File: config.mk
export PLATFORM = sky130hd
export DESIGN_NAME = bcd_convert_stream
export DESIGN_NICKNAME = d
export VERILOG_FILES = /design/src/rtl/bcd_pkg.sv /design/src/rtl/bcd_digit_adj.sv /design/src/rtl/bcd_convert_stream.sv
export SDC_FILE = /design/constraint.sdc
export NUM_CORES = 1
export LEC_CHECK = 0
export ABC_AREA = 1
export CAP_MARGIN = 20
export CORE_AREA = 2 2 77 71
export CTS_BUF_LIST = sky130_fd_sc_hd__clkbuf_4 sky130_fd_sc_hd__clkbuf_8
export CTS_CLUSTER_SIZE = 8
export DETAILED_ROUTE_END_ITERATION = 8
export DIE_AREA = 0 0 79 73
export GPL_ROUTABILITY_DRIVEN = 0
export PLACE_DENSITY = 0.72
export REMOVE_ABC_BUFFERS = 1
export SYNTH_ARGS = -nofsm -noshare
export SYNTH_HDL_FRONTEND = slang
export SYNTH_HIERARCHICAL = 1
export SYNTH_SLANG_ARGS = --single-unit
export TNS_END_PERCENT = 1
File: constraint.sdc
create_clock -name clk -period 2.85 [get_ports clk]
set_input_delay 0.4275 -clock clk [delete_from_list [all_inputs] [get_ports clk]]
set_output_delay 0.4275 -clock clk [all_outputs]
set_load 0.005 [all_outputs]
File: src/rtl/bcd_pkg.sv
// Shared types and constants for the streaming binary-to-BCD converter.
// Holds the FSM encoding, BCD digit constants and the counter-width helper.
package bcd_pkg;

    localparam logic [2:0] S_IDLE   = 3'd0;
    localparam logic [2:0] S_ADD    = 3'd1;
    localparam logic [2:0] S_SHIFT  = 3'd2;
    localparam logic [2:0] S_FINISH = 3'd3;
    localparam logic [2:0] S_DONE   = 3'd4;

    typedef enum logic [2:0] {
        ST_IDLE   = S_IDLE,
        ST_ADD    = S_ADD,
        ST_SHIFT  = S_SHIFT,
        ST_FINISH = S_FINISH,
        ST_DONE   = S_DONE
    } bcd_state_t;

    localparam int BCD_DIGIT_W    = 4;
    localparam int ADD3_THRESHOLD = 5;

    // The counter must be able to count up to DATA_WIDTH shifts.
    function automatic int cnt_width(input int data_width);
        return $clog2(data_width + 1);
    endfunction

endpackage

File: src/rtl/bcd_digit_adj.sv
// Double-dabble correction cell: a BCD digit of 5 or more gets +3 before the shift.
module bcd_digit_adj
    import bcd_pkg::*;
(
    input  logic [BCD_DIGIT_W-1:0] digit,
    output logic [BCD_DIGIT_W-1:0] adj
);

    // Add-3 correction, wrapping within the 4-bit digit.
    always_comb begin
        adj = digit;
        if (digit >= BCD_DIGIT_W'(ADD3_THRESHOLD)) begin
            adj = digit + BCD_DIGIT_W'(3);
        end else begin
            adj = digit;
        end
    end

endmodule

File: src/rtl/bcd_convert_stream.sv
// Streaming binary-to-BCD converter with valid/ready on both sides, optional sign,
// overflow saturation and leading-zero blank flags for the 7-segment digit mux.
module bcd_convert_stream
    import bcd_pkg::*;
#(
    parameter int DATA_WIDTH = 8,
    parameter int DIGITS     = 3,
    parameter int SIGNED_EN  = 0
) (
    input  logic                          clk,
    input  logic                          reset_n,
    input  logic [DATA_WIDTH-1:0]         in_data,
    input  logic                          in_valid,
    output logic                          in_ready,
    output logic [BCD_DIGIT_W*DIGITS-1:0] out_bcd,
    output logic [DIGITS-1:0]             out_blank,
    output logic                          out_neg,
    output logic                          out_ovf,
    output logic                          out_valid,
    input  logic                          out_ready
);

    localparam int CNT_W = cnt_width(DATA_WIDTH);
    localparam int BCD_W = BCD_DIGIT_W * DIGITS;
    localparam logic [DIGITS-1:0] BLANK_RST = ~DIGITS'(1'b1);

    bcd_state_t             state_r;
    bcd_state_t             state_next_s;
    logic [DATA_WIDTH-1:0]  shift_r;
    logic [BCD_W-1:0]       scratch_r;
    logic [CNT_W-1:0]       cnt_r;
    logic                   ovf_r;
    logic                   sign_r;

    logic                   neg_in_s;
    logic [DATA_WIDTH-1:0]  mag_s;
    logic [BCD_W-1:0]       scratch_adj_s;
    logic [BCD_W-1:0]       nines_s;
    logic [BCD_W-1:0]       final_bcd_s;
    logic [DIGITS-1:0]      final_blank_s;
    logic                   final_neg_s;
    logic                   last_bit_s;
    logic                   all_zero_v;

    assign in_ready   = (state_r == ST_IDLE);
    assign last_bit_s = (cnt_r == CNT_W'(DATA_WIDTH - 1));

    for (genvar g = 0; g < DIGITS; g++) begin : g_adj
        bcd_digit_adj u_adj (
            .digit (scratch_r[g*BCD_DIGIT_W +: BCD_DIGIT_W]),
            .adj   (scratch_adj_s[g*BCD_DIGIT_W +: BCD_DIGIT_W])
        );
    end

    // Input magnitude; the most-negative value negates to 2^(DATA_WIDTH-1), still unsigned-representable.
    always_comb begin
        neg_in_s = (SIGNED_EN != 0) && in_data[DATA_WIDTH-1];
        mag_s    = in_data;
        if (neg_in_s) begin
            mag_s = ~in_data + DATA_WIDTH'(1'b1);
        end else begin
            mag_s = in_data;
        end
    end

    // Final result: saturation, sign suppression for zero, and leading-zero flags.
    always_comb begin
        for (int i = 0; i < DIGITS; i++) begin
            nines_s[i*BCD_DIGIT_W +: BCD_DIGIT_W] = 4'd9;
        end
        final_bcd_s = scratch_r;
        if (ovf_r) begin
            final_bcd_s = nines_s;
        end else begin
            final_bcd_s = scratch_r;
        end
        final_neg_s   = sign_r && (ovf_r || (scratch_r != '0));
        final_blank_s = '0;
        all_zero_v    = 1'b1;
        for (int i = DIGITS - 1; i >= 1; i--) begin
            all_zero_v       = all_zero_v && (final_bcd_s[i*BCD_DIGIT_W +: BCD_DIGIT_W] == 4'd0);
            final_blank_s[i] = all_zero_v;
        end
    end

    // FSM state register.
    always_ff @(posedge clk or negedge reset_n) begin
        if (!reset_n) begin
            state_r <= ST_IDLE;
        end else begin
            state_r <= state_next_s;
        end
    end

    // FSM next-state logic.
    always_comb begin
        state_next_s = state_r;
        case (state_r)
            ST_IDLE: begin
                if (in_valid) begin
                    state_next_s = ST_ADD;
                end else begin
                    state_next_s = ST_IDLE;
                end
            end
            ST_ADD:    state_next_s = ST_SHIFT;
            ST_SHIFT: begin
                if (last_bit_s) begin
                    state_next_s = ST_FINISH;
                end else begin
                    state_next_s = ST_ADD;
                end
            end
            ST_FINISH: state_next_s = ST_DONE;
            ST_DONE: begin
                if (out_ready) begin
                    state_next_s = ST_IDLE;
                end else begin
                    state_next_s = ST_DONE;
                end
            end
            default:   state_next_s = ST_IDLE;
        endcase
    end

    // Conversion datapath: shift register, BCD scratch, bit counter and sticky overflow.
    always_ff @(posedge clk or negedge reset_n) begin
        if (!reset_n) begin
            shift_r   <= '0;
            scratch_r <= '0;
            cnt_r     <= '0;
            ovf_r     <= 1'b0;
            sign_r    <= 1'b0;
        end else begin
            case (state_r)
                ST_IDLE: begin
                    if (in_valid) begin
                        shift_r   <= mag_s;
                        scratch_r <= '0;
                        cnt_r     <= '0;
                        ovf_r     <= 1'b0;
                        sign_r    <= neg_in_s;
                    end
                end
                ST_ADD: begin
                    scratch_r <= scratch_adj_s;
                end
                ST_SHIFT: begin
                    {scratch_r, shift_r} <= {scratch_r[BCD_W-2:0], shift_r, 1'b0};
                    // A set bit leaving the top digit means the value no longer fits.
                    if (scratch_r[BCD_W-1]) begin
                        ovf_r <= 1'b1;
                    end
                    cnt_r <= cnt_r + CNT_W'(1'b1);
                end
                default: begin
                end
            endcase
        end
    end

    // Result registers; values persist after the handshake to keep the display steady.
    always_ff @(posedge clk or negedge reset_n) begin
        if (!reset_n) begin
            out_bcd   <= '0;
            out_blank <= BLANK_RST;
            out_neg   <= 1'b0;
            out_ovf   <= 1'b0;
            out_valid <= 1'b0;
        end else begin
            case (state_r)
                ST_FINISH: begin
                    out_bcd   <= final_bcd_s;
                    out_blank <= final_blank_s;
                    out_neg   <= final_neg_s;
                    out_ovf   <= ovf_r;
                    out_valid <= 1'b1;
                end
                ST_DONE: begin
                    if (out_ready) begin
                        out_valid <= 1'b0;
                    end
                end
                default: begin
                end
            endcase
        end
    end

endmodule
; Word-level counts from Yosys, hierarchy flattened
; Cells that the tools add are included.
[totals]
ff_bits = 44
memories = 0
input_bits = 12
rom_bits = 0
ram_bits = 0
output_inout_bits = 19
latchBits = 0
wordCells = 61
[classes]
n_reduce_logical = 13
bitwise = 0
n_mul = 0
shifts = 0
add_sub_neg = 4
eq_ne = 11
order_cmp = 3
mux = 19
div_mod_pow = 0
[op_table]
columns = op, count
row1 = $pmux W12 S3, 1
row2 = $mux W12, 2
row3 = $mux W4, 4
row4 = $pmux W8 S2, 1
row5 = $pmux W3 S5, 1
row6 = $add A4 B2 Y4 const B, 3
row7 = $ge A4 B3 Y1 const B, 3
row8 = $reduce_and A3 Y1, 4
row9 = $logic_not A4 Y1, 2
row10 = $mux W8, 1
row11 = $pmux W4 S2, 1
row12 = $eq A3 B2 Y1 const B, 2
row13 = $ne A2 B1 Y1 const B, 3
row14 = $ne A2 B2 Y1 const B, 3
row15 = $add A4 B1 Y4 const B, 1
row16 = $eq A4 B3 Y1 const B, 1
row17 = $mux W1, 4
row18 = $pmux W1 S2, 2
row19 = $reduce_and A2 Y1, 2
row20 = $reduce_bool A2 Y1, 2
row21 = $eq A3 B1 Y1 const B, 1
row22 = $eq A3 B3 Y1 const B, 1
row23 = $logic_not A3 Y1, 1
row24 = $mux W3, 1
row25 = 3 further kinds, 3

; Logic depth before layout (Yosys ltp)
; Gate-level depths: netlist of the first run.
[depth]
ltp_word = 3
mapped_depth = 9
ltp_nobuf = 9

; Cells and area by module
; The synthesis of the first run kept the hierarchy.
[by_module_without_submodules]
columns = module, n_inst, seq_area_each_um2, area_per_inst_um2, cells_each
row1 = bcd_convert_stream, 1, 1103.6, 2000.7, 257
row2 = bcd_digit_adj, 3, 0.0, 135.1, 23

; Least setup slack after synthesis of the first run
; OpenSTA, ideal clock, no wires.
[synth_timing]
path_kind = flip-flop to flip-flop
start = register scratch_r[4]
end = register scratch_r[5]
path_slack_ps = 1585
path_stages_with_launch = 9
setup_time_ps = 124
arrival_ps = 1140
period_less_slack_ps = 1265
path_cell_list = dfrtp_1 > inv_1 > ha_1 > nor2_4 > nor2_4 > nand2_1 > o21ai_2 > nand2_1 > nand3_1
[synth_via]
elab_chain_len = 3
word_cells_on_any_way = 6
[synth_rtl]
columns = item, line_no
row1 = "start, declared", bcd_convert_stream.sv:30  ; logic [BCD_W-1:0] scratch_r;
row2 = "start signal, assigned", bcd_convert_stream.sv:146  ; scratch_r <= scratch_adj_s;
row3 = "start signal, assigned", bcd_convert_stream.sv:149  ; {scratch_r, shift_r} <= {scratch_r[BCD_W-2:0], shift_r, 1'b0};
row4 = $add A4 B2 Y4, bcd_digit_adj.sv:13  ; adj = digit + BCD_DIGIT_W'(3);
row5 = $mux W4, bcd_digit_adj.sv:12  ; if (digit >= BCD_DIGIT_W'(ADD3_THRESHOLD)) begin
row6 = net scratch_adj_s[5], bcd_convert_stream.sv:37  ; logic [BCD_W-1:0] scratch_adj_s;
row7 = $pmux W12 S3, bcd_convert_stream.sv:135  ; case (state_r)
; The timed path passes the listed nets, and every way through them passes these cells. The select of a mux whose other input is x is not followed.
; A chain may end at the register's enable or synchronous reset.

; Final worst setup path of the first run
[layout_timing]
start = register state_r[2]
end = output port in_ready
[layout_via]
elab_chain_len = 1
[layout_rtl]
columns = item, line_no
row1 = "start, declared", bcd_convert_stream.sv:27  ; bcd_state_t state_r;
row2 = "start signal, assigned", bcd_convert_stream.sv:91  ; state_r <= state_next_s;
row3 = $logic_not A3 Y1, bcd_convert_stream.sv:45  ; assign in_ready = (state_r == ST_IDLE);
row4 = "end, declared", bcd_convert_stream.sv:14  ; output logic in_ready,
; No other way between the ends.

==> results of run 1 <==
==> synthesized netlist by cell type <==
cell,count,area share
a21oi_2,3,0.011
dfrtp_1,42,0.44
or2_2,2,0.0052
inv_2,7,0.011
buf_2,9,0.019
ha_1,7,0.036
nand2_2,3,0.0078
inv_1,26,0.041
nor2_2,2,0.0052
conb_1,1,0.0016
o21ai_2,3,0.011
nor2_1,37,0.058
o21ai_1,5,0.010
nand3_2,1,0.0042
nor2_4,6,0.028
nand2_1,121,0.19
dfstp_2,2,0.022
nand3_1,34,0.071
buf_4,2,0.0062
o21ai_0,13,0.027
==> cell families after synthesis <==
| group | after synthesis | synth area share |
|---|---|---|
| compound gates | 24 | 0.0593 |
| simple gates | 206 | 0.368 |
| other cells | 1 | 0.00156 |
| fa+ha+maj | 7 | 0.0364 |
| buf+inv | 44 | 0.0764 |
| flops | 44 | 0.459 |
==> sequential cells by signal, summed over array words and instances (netlist names) <==
register,count
state_r,3
out_blank,2
scratch_r,12
out_ovf,1
cnt_r,4
out_bcd,12
shift_r,8
out_valid,1
ovf_r,1
==> final cells by class <==
cell class                      count  area share
Multi-Input combinational cell    239       0.394
Sequential cell                    44       0.387
Timing Repair Buffer               30       0.102
Inverter                           33      0.0435
Clock buffer                        7      0.0338
Tap cell                           67      0.0294
Clock inverter                      1      0.0105
==> per-layer routing <==
| metal | vias up | GRT usage | share of wire |
|---|---|---|---|
| met4 | 0 | 0.0632 | 0.013 |
| met5 | - | 0 | 0 |
| met1 | 945 | 0.259 | 0.48 |
| li1 | 1054 | - | - |
| met2 | 36 | 0.302 | 0.48 |
| met3 | 5 | 0.0297 | 0.028 |
==> critical path, stage by stage (launching register included) <==
cell,delay (ps)
dfrtp_1,400
inv_1,110
nand2_1,70
nor2_1,100
clkdlybuf4s50_1,520
==> power by group through the flow <==
stage	Combinational, mW	Clock, mW	Sequential [mW]
2_1_floorplan	0.656	0	1.03
3_3_place_gp	1.06	0	1.05
3_5_place_dp	1.09	0	1.05
4_1_cts	1.09	0.525	1.05
5_1_grt	1.24	0.553	1.08
6_report	1.08	0.512	1.04
==> worst max-delay path by stage <==
stage                     from           end  depth (start not counted)
floorplan           state_r[1]  scratch_r[0]                          3
global placement    state_r[1]    out_bcd[9]                          4
detailed placement  state_r[2]      in_ready                          4
CTS                 state_r[2]      in_ready                          4
global route        state_r[2]      in_ready                          4
finish              state_r[2]      in_ready                          4
==> stage by stage <==
step	setup slack (ps)	utilization	total power, mW
finish	929	0.562	2.63
global route	834	0.562	2.87
CTS	915	0.562	2.66
detailed placement	1240	0.538	2.15
global placement	1290	0.538	2.11
floorplan	1090	-	1.68
==> impl_metrics.yaml, run 1 <==
outcome:
  status: "finished clean"
pwr:
  power.density_nw_per_um2: 924
  swShare: 0.381
  p_leak_nw: 1.44
  power_switching_mw: 1.00
  ir_drop_mv: 0.380
  p_int_mw: 1.63
  p_seq_frac: 0.397
  power_frac_clock: 0.195
  combPwrFrac: 0.409
cts:
  clk_pin_slew_worst_paths_ps: 80
  ctsResizeCount: 0
  clockBufferDepth: 2
  cts_tree: "built"
  cts_made_buffers: 5
  clk_latency_ps: 290
  cts_root_buf: "clkbuf_8"
  cts.hold.buffers_added: 0
  cts_setup_buffers: 0
  h-tree-depth: 2
  cts.sinks: 44
critical_path:
  timing.rr.start: "state_r[2]"
  path_max_fanout: 3
  start_kind: "flip-flop"
  worstPathArrival_ps: 1490
  reg2reg_slack_ps: 1250
  worstSetupPathType: "flip-flop to primary output"
  r2r_end: "out_ovf"
  endpoint_kind: "primary output"
  worstPathRequired_ps: 2420
  reg2regPathDepth: 4
placed_design:
  dp_cells: 413
  postPlaceCellArea_um2: 2720
  io_buffers: 28
  dp_hpwl_um: 3350
floorplanning:
  die_h_um: 73
  initial_core_util: 0.475
  fp-row-count: 25
  die_area_um2: 5770
  fp.dieW_um: 79
  num_io_pins: 31
  core_um2: 5070
cells_and_area:
  nets: 372
  final_common_cell: "nand2_1"
  final_cell_mix: "nand2_1, dfrtp_1, nor2_1"
  final_area_um2: 2850
  layout-drive-gt1-share: 0.113
  regArea_um2: 1100
  layout.cells.non_filler: 421
  multiInputGateArea_um2: 1120
  fillCellCount: 502
  area_growth_syn_to_layout_pct: 18.5
  diodes: 0
global_routing:
  first_global_vias: 1896
  grt_overflow: 0
  grt_max_degree: 45
  antenna_found_initial: 0
  grt_use_total: 0.187
  grt_pass1_wl_um: 8510
logic_synthesis:
  synthesis.area_um2: 2410
  yosysSeqAreaShare: 0.459
  synthDistinctLibCells: 20
  synthCells: 326
  ys_warn_count: 6
  synth_seq_cells: 44
  avgSynthCellArea_um2: 7.38
sta:
  clock.fmax_ghz: 0.521
  finalSetupViolations: 0
  hold_viol: 0
  fin_crit_sh: 0.674
  worst_pin_slew_ps: 958
  slew_headroom: 0.361
  finClkSkew_ps: 5.31
  holdWs_ps: 276
  setup_tns_ps: 0
  period_needed_ps: 1920
  rsz0062_at_grt: "no"
  slew_viol_final: 0
route:
  drc: 0
  routed-via-count: 2040
  vias_per_cell: 4.85
  wl_per_cell_um: 11.3
  firstDrtPassIters: 4
  routed_wl_um: 4780
  ant_nets: 0
  detail_route.iter0.violations: 145
worst_hold_path:
  hold_class: "input pin to async pin"
flow_run:
  drv_cap: 0
Note: power is estimated with default switching activity, not from simulation.
==> inputs of run 2 (changes only) <==
PLACE_DENSITY = 0.74   (was 0.72)
clock period = 1.6 ns   (was 2.85 ns; I/O delays follow)
==> impl_metrics.yaml, run 2 (synthesis gave the netlist of run 1 again) <==
pwr:
  p_leak_nw: 1.49
  ir_drop_mv: 0.659
  total_power_mw: 4.67
  power.density_nw_per_um2: 1590
cts:
  cts.sinks: 44
  cts_root_buf: "clkbuf_8"
  cts_tree: "built"
  cts_made_buffers: 5
  h-tree-depth: 2
  clockBufferDepth: 2
  clk_latency_ps: 300
  clk_pin_slew_worst_paths_ps: 80
critical_path:
  crit_family: "flip-flops"
  worstPathArrival_ps: 1310
  slowest_delay_ps: 530
  worstPathCellList: "clkdlybuf4s50_1"
  endpoint_kind: "primary output"
  critical-path-slowest-cell: "dfstp_2"
  worstPathRequired_ps: 1360
  start_kind: "flip-flop"
  critical_path_buf_inv_count: 1
  worstSetupPathType: "flip-flop to primary output"
  path_max_fanout: 2
sta:
  setup_tns_ps: 0
  slew_viol_final: 0
  period_needed_ps: 1550
  clock.fmax_ghz: 0.644
  finalSetupViolations: 0
  finClkSkew_ps: 10.3
  rsz0062_at_grt: "no"
  fin_crit_sh: 0.971
  postLayoutSetupSlackWorst_ps: 46.4
  hold_viol: 0
  holdWs_ps: 443
global_routing:
  first_global_vias: 1986
  grt_overflow: 0
  grt_use_met1: 0.240
  grt_pass1_wl_um: 8790
  antenna_found_initial: 0
  grt_max_degree: 45
  use_met3: 0.0396
  gr-usage-met2: 0.335
  grt_use_total: 0.193
  top_usage_layer: "met2"
route:
  firstDrtPassIters: 4
  routed_wl_um: 4850
  ant_nets: 0
  routed-via-count: 2067
  detail_route.iter0.violations: 164
  drc: 0
  wl_per_cell_um: 11.2
  vias_per_cell: 4.80
cells_and_area:
  layout-drive-gt1-share: 0.137
  layout.cells.non_filler: 431
  area_growth_syn_to_layout_pct: 21.6
  fin_util: 0.578
  diodes: 0
  final_area_um2: 2930
  top_regs: "out_bcd x12, scratch_r x12, shift_r x8"
  final_common_cell: "nand2_1"
  fillCellCount: 480
  final_cell_mix: "nand2_1, dfrtp_1, nor2_1"
  nets: 382
floorplanning:
  core_um2: 5070
  fp.dieW_um: 79
  die_area_um2: 5770
  die_h_um: 73
  num_io_pins: 31
  initial_core_util: 0.475
  fp-row-count: 25
outcome:
  status: "finished clean"
placed_design:
  postPlaceCellArea_um2: 2810
  dp_hpwl_um: 3390
  dp_cells: 420
  io_buffers: 28
  dp_slack_ps: 154
worst_hold_path:
  hold_class: "input pin to async pin"
flow_run:
  drv_cap: 0
## run 2: cell types whose count changed in the layout (fill, tap and decap cells not counted)
cell | previous run | this run
clkbuf_8 | 7 | 5
clkdlybuf4s50_1 | 27 | 26
buf_12 | 0 | 3
clkbuf_4 | 0 | 2
buf_4 | 2 | 8
bufinv_16 | 1 | 0
dlygate4sd2_1 | 0 | 1
inv_1 | 26 | 25
dlygate4sd3_1 | 0 | 1
inv_2 | 7 | 8
clkinv_2 | 0 | 1
## run 2: worst reg2reg max path: stages (launching register included)
cell and delay, ps:
dfrtp_1 470, inv_1 120, ha_1 260, nor2_4 170
nor2_4 70, nand2_1 90, o21ai_2 60, nand2_1 60
nand3_1 70
## run 2: final timing paths
kind	to	cells past startpoint	from	slack [ps]
setup / recovery	out_blank[2]	1	out_blank[2]	50
hold / removal	shift_r[3]	3	reset_n	440
setup reg to reg	scratch_r[9]	8	scratch_r[8]	120
hold reg to reg	out_blank[2]	2	out_blank[2]	460
max in group asynchronous	out_blank[1]	3	reset_n	890
min in group clk	out_blank[2]	2	out_blank[2]	460
## run 2: metal layers
layer / routed length (um) / share of wire / vias to the layer above
li1: - / - / 1070
met1: 2270 / 0.47 / 953
met2: 2340 / 0.48 / 39
met3: 181 / 0.037 / 5
met4: 59 / 0.012 / 0
met5: 0 / 0 / -
## run 2: area by class of cell
cell class,count,area (um^2),share of cell area
inverter,33,124,0.0423
multi-input combinational,239,1120,0.383
clock inverter,1,5.00,0.00171
timing repair buffer,40,404,0.138
sequential,44,1100,0.377
clock buffer,7,83.8,0.0286
tap,67,83.8,0.0286
## run 2: where the power goes
part | switching, mW | total [mW] | internal, mW
clock network | 0.361 | 0.701 | 0.341
registers | 0.292 | 1.82 | 1.53
logic | 1.17 | 2.14 | 0.976
## run 2: timing repair
action,CTS,global route
endpoints found under the hold margin,42,0
endpoints found under the setup margin,1,0
hold buffers,1,0
gates resized for setup,2,0
setup buffers,2,0
==> inputs of run 3 (changes only) <==
CORE_AREA = 2 2 61 120   (was 2 2 77 71)
DIE_AREA = 0 0 63 122   (was 0 0 79 73)
PLACE_DENSITY = default   (was 0.74)
==> impl_metrics.yaml, run 3 (synthesis gave the netlist of run 1 again) <==
critical_path:
  worstPathArrival_ps: 1640
  path_max_fanout: 7
  endpoint_kind: "flip-flop"
  reg2regPathDepth: 8
  start_kind: "flip-flop"
  worstSetupPathType: "flip-flop to flip-flop"
  worstPathRequired_ps: 1790
global_routing:
  first_global_vias: 2055
  antenna_found_initial: 0
  grt_overflow: 0
  grt_pass1_wl_um: 8830
  grt_max_degree: 45
  grt_use_total: 0.143
route:
  firstDrtPassIters: 4
  wl_per_cell_um: 11.1
  vias_per_cell: 4.66
  detail_route.iter0.violations: 112
  ant_nets: 0
  routed-via-count: 2117
  routed_wl_um: 5040
  drc: 0
pwr:
  power.density_nw_per_um2: 1630
  combPwrFrac: 0.439
  power_frac_clock: 0.180
  swShare: 0.386
  p_leak_nw: 1.51
  ir_drop_mv: 0.514
  p_int_mw: 2.96
  p_seq_frac: 0.382
  power_switching_mw: 1.86
cts:
  cts_tree: "built"
  cts.hold.buffers_added: 0
  h-tree-depth: 2
  clockBufferDepth: 2
  clk_latency_ps: 300
  cts_made_buffers: 5
  clk_pin_slew_worst_paths_ps: 80
  cts_root_buf: "clkbuf_8"
  cts.sinks: 44
floorplanning:
  core_um2: 6830
  num_io_pins: 31
  initial_core_util: 0.352
  die_area_um2: 7690
  fp-row-count: 43
  die_h_um: 122
  fp.dieW_um: 63
sta:
  clock.fmax_ghz: 0.691
  finClkSkew_ps: 5.51
  period_needed_ps: 1450
  setup_tns_ps: 0
  slew_headroom: 0.636
  fin_crit_sh: 0.904
  hold_viol: 0
  finalSetupViolations: 0
  slew_viol_final: 0
  worst_pin_slew_ps: 546
  rsz0062_at_grt: "no"
outcome:
  status: "finished clean"
cells_and_area:
  final_area_um2: 2960
  nets: 382
  final_cell_mix: "nand2_1, dfrtp_1, nor2_1"
  layout-drive-gt1-share: 0.140
  area_growth_syn_to_layout_pct: 22.8
  layout.cells.non_filler: 454
  final_common_cell: "nand2_1"
  diodes: 0
  fillCellCount: 721
  top_regs: "out_bcd x12, scratch_r x12, shift_r x8"
flow_run:
  drv_cap: 0
placed_design:
  dp_hpwl_um: 3530
  io_buffers: 28
  dp_cells: 444
  postPlaceCellArea_um2: 2830
worst_hold_path:
  hold_class: "input pin to async pin"
-- run 3: changes by cell type in the layout (fill, tap and decap cells not counted), sizes merged --
cell           previous run  this run
clkdlybuf4s50            26        24
dlymetal6s2s              0         2
buf                      12        13
bufinv                    0         1
clkbuf                    7         6
dlygate4sd3               1         0
-- run 3: timing repair --
| item | in CTS | in global routing |
|---|---|---|
| setup endpoints to repair | 1 | 2 |
| buffers inserted | 2 | 0 |
| resized for setup | 2 | 2 |
| pin swaps | 0 | 0 |
-- run 3: path summary, 6_finish.rpt --
kind,from,to,slack [ps]
min in group clk,out_blank[2],out_blank[2],470
hold / removal,reset_n,shift_r[3],1
max in group asynchronous,reset_n,out_blank[2],1210
setup reg to reg,scratch_r[0],scratch_r[1],150
setup / recovery,scratch_r[0],scratch_r[1],150
hold reg to reg,out_blank[2],out_blank[2],470
-- run 3: layout make-up --
type	count	area (um^2)	share of cell area
Clock buffer	6	76.3	0.0258
Clock inverter	2	35.0	0.0119
Inverter	33	124	0.0419
Multi-Input combinational cell	239	1120	0.380
Sequential cell	44	1100	0.373
Tap cell	90	113	0.0381
Timing Repair Buffer	40	382	0.129
-- run 3: worst max-delay path: stages, from the launching register on --
cell	delay [ps]
dfrtp_1	490
inv_1	110
ha_1	260
nor2_4	170
nor2_4	70
nand2_1	70
o21ai_2	50
nand2_1	50
nand3_1	70
-- run 3: per-stage QoR --
step,setup WS (ps),utilization,power (mW),hold WS (ps)
after floorplan,-164,-,3.00,-55.6
after detailed placement,159,0.413,3.97,354
after global placement,224,0.413,3.92,357
after global routing,27.3,0.433,5.23,52.8
after CTS,13.3,0.432,4.88,13.8
final,153,0.433,4.82,1.26
-- run 3: layer usage --
| layer | routed length, um | global-route usage | vias to the layer above |
|---|---|---|---|
| met5 | 0 | 0 | - |
| met4 | 131 | 0.0736 | 0 |
| met3 | 266 | 0.0342 | 12 |
| met2 | 2450 | 0.248 | 48 |
| met1 | 2190 | 0.163 | 982 |
| li1 | - | - | 1075 |
-- run 3: power by group through the flow --
stage / logic (mW) / clock network, mW / registers [mW]
CTS: 2.15 / 0.897 / 1.84
finish: 2.11 / 0.866 / 1.84
floorplan: 1.17 / 0 / 1.83
detailed placement: 2.10 / 0 / 1.87
global route: 2.38 / 0.943 / 1.90
global placement: 2.06 / 0 / 1.85
